[src/rtl/ldst_pkg.sv]
// Shared definitions for the D-format load/store sequencer: state encodings,
// ALU/PC select codes, addressing modes and the control-word layout.
package ldst_pkg;

    typedef enum logic [2:0] {
        ST_IDLE = 3'b000,
        ST_ADDR = 3'b001,
        ST_MEM  = 3'b010,
        ST_WB   = 3'b011,
        ST_ERR  = 3'b100
    } state_e;

    localparam logic [4:0] FSEL_ADD   = 5'b01000;
    localparam logic [4:0] FSEL_PASSA = 5'b00000;
    localparam logic [1:0] PSEL_INC   = 2'b01;

    localparam logic [1:0] MODE_OFFSET = 2'b00;
    localparam logic [1:0] MODE_POST   = 2'b01;
    localparam logic [1:0] MODE_RSVD   = 2'b10;
    localparam logic [1:0] MODE_PRE    = 2'b11;

    localparam logic [8:0] LDST_OPC = 9'b111110000;

    // Bit positions inside the 31-bit control word, LSB first.
    localparam int CW_W      = 31;
    localparam int CW_SL     = 0;
    localparam int CW_PCSEL  = 1;
    localparam int CW_BSEL   = 2;
    localparam int CW_EN_PC  = 3;
    localparam int CW_EN_B   = 4;
    localparam int CW_EN_ALU = 5;
    localparam int CW_EN_MEM = 6;
    localparam int CW_RAMW   = 7;
    localparam int CW_REGW   = 8;
    localparam int CW_FSEL   = 9;
    localparam int CW_SB     = 14;
    localparam int CW_SA     = 19;
    localparam int CW_DA     = 24;
    localparam int CW_PSEL   = 29;

    typedef struct packed {
        logic [1:0] psel;
        logic [4:0] da;
        logic [4:0] sa;
        logic [4:0] sb;
        logic [4:0] fsel;
        logic       regW;
        logic       ramW;
        logic       enMem;
        logic       enAlu;
        logic       enB;
        logic       enPc;
        logic       bsel;
        logic       pcsel;
        logic       sl;
    } ctrl_word_t;

endpackage

[src/rtl/ldst_decode.sv]
// Field decoder: judges whether the offered word is a supported load/store and
// splits the latched instruction into register numbers, mode and immediate.
module ldst_decode
    import ldst_pkg::*;
#(
    parameter int DATA_W   = 64,
    parameter int IMM_W    = 9,
    parameter int SIGN_EXT = 1
) (
    input  logic [31:0]       offer_i,
    input  logic [31:0]       ir_i,
    output logic              supported_o,
    output logic              is_load_o,
    output logic [1:0]        mode_o,
    output logic [4:0]        rt_o,
    output logic [4:0]        rn_o,
    output logic [DATA_W-1:0] k_o
);

    logic [IMM_W-1:0] imm;
    logic             extBit;
    logic             unusedBits;

    assign supported_o = (offer_i[31:23] == LDST_OPC) && !offer_i[21]
                         && (offer_i[11:10] != MODE_RSVD);

    assign is_load_o = ir_i[22];
    assign mode_o    = ir_i[11:10];
    assign rt_o      = ir_i[4:0];
    assign rn_o      = ir_i[9:5];

    // The immediate is taken from the latched word only, so K stays stable in IDLE.
    assign imm    = ir_i[12 +: IMM_W];
    assign extBit = (SIGN_EXT != 0) ? imm[IMM_W-1] : 1'b0;
    assign k_o    = {{(DATA_W - IMM_W){extBit}}, imm};

    assign unusedBits = ^{offer_i[22], offer_i[20:12], offer_i[9:0], ir_i[31:23], ir_i[21]};

endmodule

[src/rtl/ldst_sequencer.sv]
// Multi-cycle sequencer for D-format loads/stores: IDLE -> ADDR -> MEM -> (WB),
// producing one control word per cycle, with a memory-ready timeout into ERR.
module ldst_sequencer
    import ldst_pkg::*;
#(
    parameter int DATA_W   = 64,
    parameter int IMM_W    = 9,
    parameter int SIGN_EXT = 1,
    parameter int WAIT_MAX = 15
) (
    input  logic              clock,
    input  logic              reset_n,
    input  logic [31:0]       instruction,
    input  logic              instr_valid,
    output logic              ready,
    input  logic              mem_ready,
    output logic [CW_W-1:0]   controlword,
    output logic [DATA_W-1:0] K,
    output logic [2:0]        state,
    output logic              done,
    output logic              illegal,
    output logic              fault
);

    localparam int CNT_W = (WAIT_MAX < 2) ? 1 : $clog2(WAIT_MAX + 1);
    localparam logic [CNT_W-1:0] WAIT_LIMIT = CNT_W'(WAIT_MAX);

    state_e           state_q, state_d;
    logic [31:0]      ir_q, ir_d;
    logic [CNT_W-1:0] waitCnt_q, waitCnt_d;
    logic             fault_q, fault_d;
    logic             illegal_q, illegal_d;

    logic             supported;
    logic             isLoad;
    logic [1:0]       mode;
    logic [4:0]       rt;
    logic [4:0]       rn;
    logic [4:0]       addrFsel;
    logic             needsWb;
    ctrl_word_t       cw;

    ldst_decode #(
        .DATA_W  (DATA_W),
        .IMM_W   (IMM_W),
        .SIGN_EXT(SIGN_EXT)
    ) u_decode (
        .offer_i    (instruction),
        .ir_i       (ir_q),
        .supported_o(supported),
        .is_load_o  (isLoad),
        .mode_o     (mode),
        .rt_o       (rt),
        .rn_o       (rn),
        .k_o        (K)
    );

    // Post-index addresses memory with the raw base; the other modes add K first.
    always_comb begin
        addrFsel = FSEL_ADD;
        needsWb  = 1'b0;
        unique case (mode)
            MODE_OFFSET: begin
                addrFsel = FSEL_ADD;
                needsWb  = 1'b0;
            end
            MODE_POST: begin
                addrFsel = FSEL_PASSA;
                needsWb  = 1'b1;
            end
            MODE_PRE: begin
                addrFsel = FSEL_ADD;
                needsWb  = 1'b1;
            end
            default: begin
                addrFsel = FSEL_ADD;
                needsWb  = 1'b0;
            end
        endcase
    end

    always_ff @(posedge clock or negedge reset_n) begin
        if (!reset_n) begin
            state_q   <= ST_IDLE;
            ir_q      <= '0;
            waitCnt_q <= '0;
            fault_q   <= 1'b0;
            illegal_q <= 1'b0;
        end else begin
            state_q   <= state_d;
            ir_q      <= ir_d;
            waitCnt_q <= waitCnt_d;
            fault_q   <= fault_d;
            illegal_q <= illegal_d;
        end
    end

    always_comb begin
        state_d   = state_q;
        ir_d      = ir_q;
        waitCnt_d = waitCnt_q;
        fault_d   = fault_q;
        illegal_d = 1'b0;
        cw        = '0;
        done      = 1'b0;
        ready     = 1'b0;

        unique case (state_q)
            ST_IDLE: begin
                ready = 1'b1;
                if (instr_valid) begin
                    if (supported) begin
                        ir_d    = instruction;
                        state_d = ST_ADDR;
                    end else begin
                        illegal_d = 1'b1;
                    end
                end
            end

            ST_ADDR: begin
                cw.sa     = rn;
                cw.fsel   = addrFsel;
                cw.enAlu  = 1'b1;
                cw.bsel   = 1'b1;
                cw.pcsel  = 1'b1;
                waitCnt_d = '0;
                state_d   = ST_MEM;
            end

            ST_MEM: begin
                cw.sa    = rn;
                cw.sb    = rt;
                cw.da    = rt;
                cw.fsel  = addrFsel;
                cw.bsel  = 1'b1;
                cw.pcsel = 1'b1;
                if (isLoad) begin
                    cw.enMem = 1'b1;
                    cw.regW  = mem_ready;
                end else begin
                    cw.enB  = 1'b1;
                    cw.ramW = 1'b1;
                end
                if (mem_ready) begin
                    if (needsWb) begin
                        state_d = ST_WB;
                    end else begin
                        done    = 1'b1;
                        cw.enPc = 1'b1;
                        cw.psel = PSEL_INC;
                        state_d = ST_IDLE;
                    end
                end else if (waitCnt_q == WAIT_LIMIT) begin
                    fault_d = 1'b1;
                    state_d = ST_ERR;
                end else begin
                    waitCnt_d = waitCnt_q + CNT_W'(1);
                end
            end

            // Base update comes after the load's write, so with Rt==Rn the base wins.
            ST_WB: begin
                cw.da    = rn;
                cw.sa    = rn;
                cw.fsel  = FSEL_ADD;
                cw.bsel  = 1'b1;
                cw.enAlu = 1'b1;
                cw.regW  = 1'b1;
                cw.enPc  = 1'b1;
                cw.psel  = PSEL_INC;
                cw.pcsel = 1'b1;
                done     = 1'b1;
                state_d  = ST_IDLE;
            end

            ST_ERR: begin
                state_d = ST_ERR;
            end

            default: begin
                state_d = ST_IDLE;
            end
        endcase
    end

    always_comb begin
        controlword                   = '0;
        controlword[CW_PSEL +: 2]     = cw.psel;
        controlword[CW_DA +: 5]       = cw.da;
        controlword[CW_SA +: 5]       = cw.sa;
        controlword[CW_SB +: 5]       = cw.sb;
        controlword[CW_FSEL +: 5]     = cw.fsel;
        controlword[CW_REGW]          = cw.regW;
        controlword[CW_RAMW]          = cw.ramW;
        controlword[CW_EN_MEM]        = cw.enMem;
        controlword[CW_EN_ALU]        = cw.enAlu;
        controlword[CW_EN_B]          = cw.enB;
        controlword[CW_EN_PC]         = cw.enPc;
        controlword[CW_BSEL]          = cw.bsel;
        controlword[CW_PCSEL]         = cw.pcsel;
        controlword[CW_SL]            = cw.sl;
    end

    assign state   = state_q;
    assign fault   = fault_q;
    assign illegal = illegal_q;

endmodule
[config.mk]
export PLATFORM = sky130hd
export DESIGN_NAME = ldst_sequencer
export DESIGN_NICKNAME = d
export VERILOG_FILES = /design/src/rtl/ldst_pkg.sv /design/src/rtl/ldst_decode.sv /design/src/rtl/ldst_sequencer.sv
export SDC_FILE = /design/constraint.sdc
export NUM_CORES = 1
export LEC_CHECK = 0
export BUFFER_PORTS_ARGS = -buffer_cell sky130_fd_sc_hd__clkbuf_2
export CAP_MARGIN = 20
export CORE_MARGIN = 2
export CORE_UTILIZATION = 43
export DETAILED_ROUTE_END_ITERATION = 8
export GPL_ROUTABILITY_DRIVEN = 0
export GPL_TIMING_DRIVEN = 0
export PLACE_DENSITY = 0.9
export SLEW_MARGIN = 20
export SYNTH_ARGS = -nofsm -noshare
export SYNTH_HDL_FRONTEND = slang
export SYNTH_SLANG_ARGS = --single-unit
[constraint.sdc]
create_clock -name clock -period 1.8 [get_ports clock]
set_clock_uncertainty 0.05 [all_clocks]
set_input_delay 0.18 -clock clock [delete_from_list [all_inputs] [get_ports clock]]
set_output_delay 0.18 -clock clock [all_outputs]
set_load 0.005 [all_outputs]
==> results.toml, run 1 <==
[synthesis]
synthTopCellsByArea = "dfrtp_1 35%, buf_4 25%, mux2_4 13%"
async_flop_share_pct = 100.0
synth.distinct_cells = 35
avgSynthCellArea_um2 = 10.32
synth_top_area_cell = "dfrtp_1"
yosys-top-cells-count = "74 x buf_4, 31 x dfrtp_1, 19 x mux2_4"
synth-main-ff-cell = "dfrtp_1"
syn_area_mm2 = 0.002197
synthCells = 213
ys_warn_count = 0
synth_seq_cells = 31
synth_edf_count = 0
post-synth-top-count-cell = "buf_4"
synth_top_area_share_pct = 35.31
synth_seq_area_share_pct = 35.31

[routing]
routed_via_density = 4.327
drt-total-wl_um = 5231
wl_per_cell_um = 12.14
drt_iter0_markers = 66
drc_errors = 0
first_pass_iters = 4
ant_nets = 0
vias = 1865

[timing]
min_period_ns = 1.725
slew_headroom_pct = 49.39
period_share_pct = 95.82
max_freq_mhz = 579.8
slew_violations = 0
setup_viol = 0
worstMarginPinSlew_ns = 0.7592
fin_worst_hold_slack_ns = 0.06746
hold_viol = 0

[worst_setup_path]
critPathMaxFanout = 10
end_kind = "output pin"
cp.arrival_ns = 1.49
cp.required_ns = 1.57
criticalPathCategory = "reg2out"
start_kind = "flop"

[status]
status = "finished, final reports clean"

[final_layout]
nets = 398
multi_input_area_um2 = 872.1
fin_util_pct = 62.89
diodes = 0
drive_above_1_share_pct = 70.91
ff_latch_area_um2 = 779.5
layout-area-overhead-vs-synth_pct = 43.39
fill_cells = 431

[placed_design]
dp_hpwl_um = 4040
port_buffers = 131

[cts]
cts_tree = "yes"
clk_latency_ns = 0.28
clock-sinks = 31
cts_max_path_buffers = 2
htree_levels = 2
cts_root_buf = "clkbuf_8"
cts_buffers = 5
path_clk_slew_ns = 0.07

[floorplan]
dieWidth_um = 75.48
die_area_mm2 = 0.005697
fp-row-count = 26
die_h_um = 75.48
start_util_pct = 43.86
core_mm2 = 0.005010
boundaryPins = 138

[grt]
grtUsageTotal_pct = 17.44
grt_start_max_net_pins = 58
antenna_found_initial = 0
grt_pass1_vias = 1564
grt_pass1_wl_um = 7472
grt_overflow = 0

[power]
leakage_nw = 1.929
power.density_mw_per_mm2 = 432.2
vdd_drop_max_mv = 0.4605

[flow_run]
cap_violations = 0

[min_path]
hp-class = "in2reg"
-- worst max-delay path, stage by stage, from the launching register on --
cell and delay (ns):
dfrtp_1 0.42, clkbuf_4 0.20, maj3_1 0.34, nor2b_1 0.14, clkbuf_2 0.11
-- worst paths after layout --
path	startpoint	endpoint	slack, ns	cells after the start
max	state[1]$_DFFE_PN0P_	controlword[12]	0.08	4
min	instr_valid	illegal$_DFF_PN0_	0.07	3
max reg2reg	waitCnt_q[1]$_DFFE_PN0P_	waitCnt_q[2]$_DFFE_PN0P_	0.09	4
min reg2reg	fault$_DFFE_PN0P_	fault$_DFFE_PN0P_	0.44	1
max in group asynchronous	reset_n	ir_q[20]$_DFFE_PN0P_	0.68	2
min in group asynchronous	reset_n	state[1]$_DFFE_PN0P_	0.45	2
-- sequential cells by signal, summed over array words and instances, names as in the netlist --
register,flops
waitCnt_q,4
state,3
illegal,1
ir_q,22
fault,1
-- placed cells by master (no fill, tap or decap), drive strengths merged, types with 2 or more instances in the layout --
cell / count
clkbuf: 139
buf: 84
dfrtp: 31
mux2: 22
nor2: 12
and3: 6
mux2i: 6
conb: 6
a21oi: 6
nand2b: 5
and2: 5
nand4: 4
nor2b: 4
nand3: 4
nand2: 3
o21ai: 3
inv: 3
o22ai: 2
nor3: 2
or4b: 2
-- logic make-up after synthesis --
group / share of synthesized area (%)
buffers and inverters: 27.85
other: 0.1707
adder cells (fa/ha/maj): 1.025
multiplexers: 17.25
flip-flops: 35.31
AO/OA/AOI/OAI: 4.157
AND/OR/NAND/NOR: 14.24
-- where the power goes --
group / leakage (nW) / switching (W) / internal, W
logic: 1.48 / 0.0000597 / 0.0000878
clock network: 0.0383 / 0.000231 / 0.000265
registers: 0.408 / 0.0000111 / 0.000707
-- stage by stage --
| stage | std cells | worst slack (ns) | TNS (ns) | power, W | instance area (um2) |
|---|---|---|---|---|---|
| 2_1_floorplan | 218 | 0.02042 | 0 | 0.0007961 | 2216 |
| 3_3_place_gp | 419 | -0.1416 | -5.971 | 0.0008708 | 2959 |
| 3_5_place_dp | 419 | -0.1636 | -3.433 | 0.0008748 | 2960 |
| 4_1_cts | 427 | -0.05686 | -0.3473 | 0.001367 | 3077 |
| 5_1_grt | 431 | -0.002817 | -0.002817 | 0.001431 | 3151 |
| 6_report | 431 | 0.07519 | 0 | 0.001362 | 3151 |
-- per-layer routing --
| layer | GRT usage [%] | routed length, um |
|---|---|---|
| met1 | 21.09 | 2070 |
| met2 | 29.86 | 2734 |
| met3 | 5.952 | 409 |
| met4 | 4.483 | 17 |
| met5 | 0 | 0 |
-- timing repair --
action	in CTS	in global routing
buffers inserted	0	4
setup endpoints to repair	25	99
endpoints found under the hold margin	31	0
cloned	0	0
hold buffers	1	0
pin swaps	0	2
gates resized for setup	11	18
-- area by class of cell --
cell class	count	share of cell area (%)
multi-input cells	102	27.68
flip-flops and latches	31	24.74
repair buffers	136	22.08
plain buffers	81	19.70
well taps	70	2.780
clock buffers	7	2.423
inverters	4	0.5957
(Power assumes the default switching activity.)
==> inputs of run 2 (changes only) <==
- PLACE_DENSITY: 0.9 -> 0.81
==> run 2 against run 1 <==
  * Non-clock buffer count fell by 3
  * Cell count decreased by 0.70%
  * Largest cell class unchanged
  * Hold slack got worse by 0.0026 ns
  * Critical path type is now reg2reg
==> results.toml, run 2 (synthesized netlist as in run 1, its figures left out) <==
[status]
status = "finished, final reports clean"

[final_layout]
ff_latch_area_um2 = 782.0
diodes = 0
regMostFlops = "ir_q"
layout-area-overhead-vs-synth_pct = 42.82
nets = 395
drive_above_1_share_pct = 71.51
fin_util_pct = 62.64
fill_cells = 436
final_cell_mix = "131 x clkbuf_2, 77 x buf_4, 28 x dfrtp_1, 19 x mux2_4, 11 x nor2_1"
finalInstanceArea_mm2 = 0.003138
layout_commonest_cell = "clkbuf_2"
largest_reg_flops = 22
multi_input_area_um2 = 872.1
instances_no_fill = 428

[routing]
drt_iter0_markers = 67
vias = 1867
drt-total-wl_um = 5154
ant_nets = 0
drc_errors = 0
routed_via_density = 4.362
first_pass_iters = 4
wl_per_cell_um = 12.04

[worst_setup_path]
start_kind = "flop"
criticalPathCategory = "reg2reg"
cp.required_ns = 1.99
critPathMaxFanout = 7
cp.arrival_ns = 1.94
end_kind = "flop"

[timing]
timing.setup.tns_ns = 0
slew_violations = 0
period_share_pct = 97.62
slew_headroom_pct = 49.40
hold_viol = 0
worstMarginPinSlew_ns = 0.7589
setup_viol = 0
min_period_ns = 1.757
max_freq_mhz = 569.1

[power]
leakage_nw = 1.925
vdd_drop_max_mv = 0.4242
power_w = 0.001415
pwr-share-clk_pct = 39.0
swShare_pct = 22.78
switching_power_w = 0.0003224
power.density_mw_per_mm2 = 451.0
p_seq_share_pct = 50.7
p_int_w = 0.001093
p_comb_share_pct = 10.3

[cts]
cts_root_buf = "clkbuf_8"
clk_latency_ns = 0.29
htree_levels = 2
cts_buffers = 5
path_clk_slew_ns = 0.06
cts_max_path_buffers = 2
cts_tree = "yes"
clock-sinks = 31

[grt]
grt_pass1_vias = 1670
grt_overflow = 0
grt_start_max_net_pins = 58
grt_pass1_wl_um = 7762
grtUsageTotal_pct = 18.26
antenna_found_initial = 0

[floorplan]
fp-row-count = 26
die_area_mm2 = 0.005697
core_mm2 = 0.005010
boundaryPins = 138
dieWidth_um = 75.48
start_util_pct = 43.86
die_h_um = 75.48

[placed_design]
placed_area_mm2 = 0.002960
placed_cells = 419
port_buffers = 131
dp_hpwl_um = 3902

[min_path]
hp-class = "in2reg"

[flow_run]
cap_violations = 0
[run 2: changes by cell type in the layout (fill, tap and decap cells not counted), sizes merged]
cell      before  now
clkbuf       139  137
clkinv         0    1
clkinvlp       1    0
buf           84   82
inv            3    4
[run 2: metrics by stage]
stage	setup slack (ns)	hold slack, ns
after floorplan	0.02042	-0.1656
after global placement	-0.1763	0.2383
after global routing	-0.01286	0.05667
after CTS	0.00006706	0.06504
final	0.04276	0.06491
after detailed placement	-0.1902	0.2457
[run 2: layer usage]
layer	track usage [%]	up-vias	share of wire [%]
met5	0	-	0
met4	5.848	0	1.1
met3	7.937	4	11
met2	30.63	99	48
met1	21.07	839	40
li1	-	925	-
[run 2: timing repair]
| item | 4_1_cts | 5_1_grt |
|---|---|---|
| endpoints found under the hold margin | 31 | 0 |
| pin swaps | 0 | 1 |
| endpoints found under the setup margin | 26 | 98 |
| buffers inserted | 0 | 2 |
| resized for setup | 14 | 12 |
| hold buffers | 1 | 0 |
[run 2: worst paths after layout]
| kind | end | cells past startpoint | slack [ns] | start |
|---|---|---|---|---|
| worst max register to register | waitCnt_q[2]$_DFFE_PN0P_ | 4 | 0.04 | waitCnt_q[1]$_DFFE_PN0P_ |
| worst min register to register | fault$_DFFE_PN0P_ | 1 | 0.45 | fault$_DFFE_PN0P_ |
| max in group asynchronous | ir_q[20]$_DFFE_PN0P_ | 2 | 0.68 | reset_n |
| worst min-delay path | ir_q[16]$_DFFE_PN0P_ | 2 | 0.06 | instruction[16] |
| min in group asynchronous | ir_q[17]$_DFFE_PN0P_ | 2 | 0.45 | reset_n |
| worst max-delay path | waitCnt_q[2]$_DFFE_PN0P_ | 4 | 0.04 | waitCnt_q[1]$_DFFE_PN0P_ |
[run 2: critical path, cell delays in order, from the launching register on]
cell and delay (ns):
dfrtp_1 0.39, ha_1 0.30, or4b_2 0.60, o21ai_0 0.22
a21o_1 0.14
[run 2: layout make-up]
class	count	share of cell area (%)
Timing Repair Buffer	134	21.69
Buffer	80	19.54
Sequential cell	31	24.92
Inverter	4	0.4785
Clock inverter	1	0.1595
Tap cell	70	2.791
Multi-Input combinational cell	102	27.79
Clock buffer	6	2.632
[run 2: power groups by stage]
| stage | Sequential (W) | Clock, W | Combinational (W) |
|---|---|---|---|
| 6_report | 0.000717 | 0.000552 | 0.000146 |
| 5_1_grt | 0.000718 | 0.000602 | 0.000164 |
| 4_1_cts | 0.000717 | 0.000562 | 0.000147 |
| 3_5_place_dp | 0.000729 | 0 | 0.000145 |
| 3_3_place_gp | 0.000729 | 0 | 0.000142 |
| 2_1_floorplan | 0.000727 | 0 | 0.0000691 |
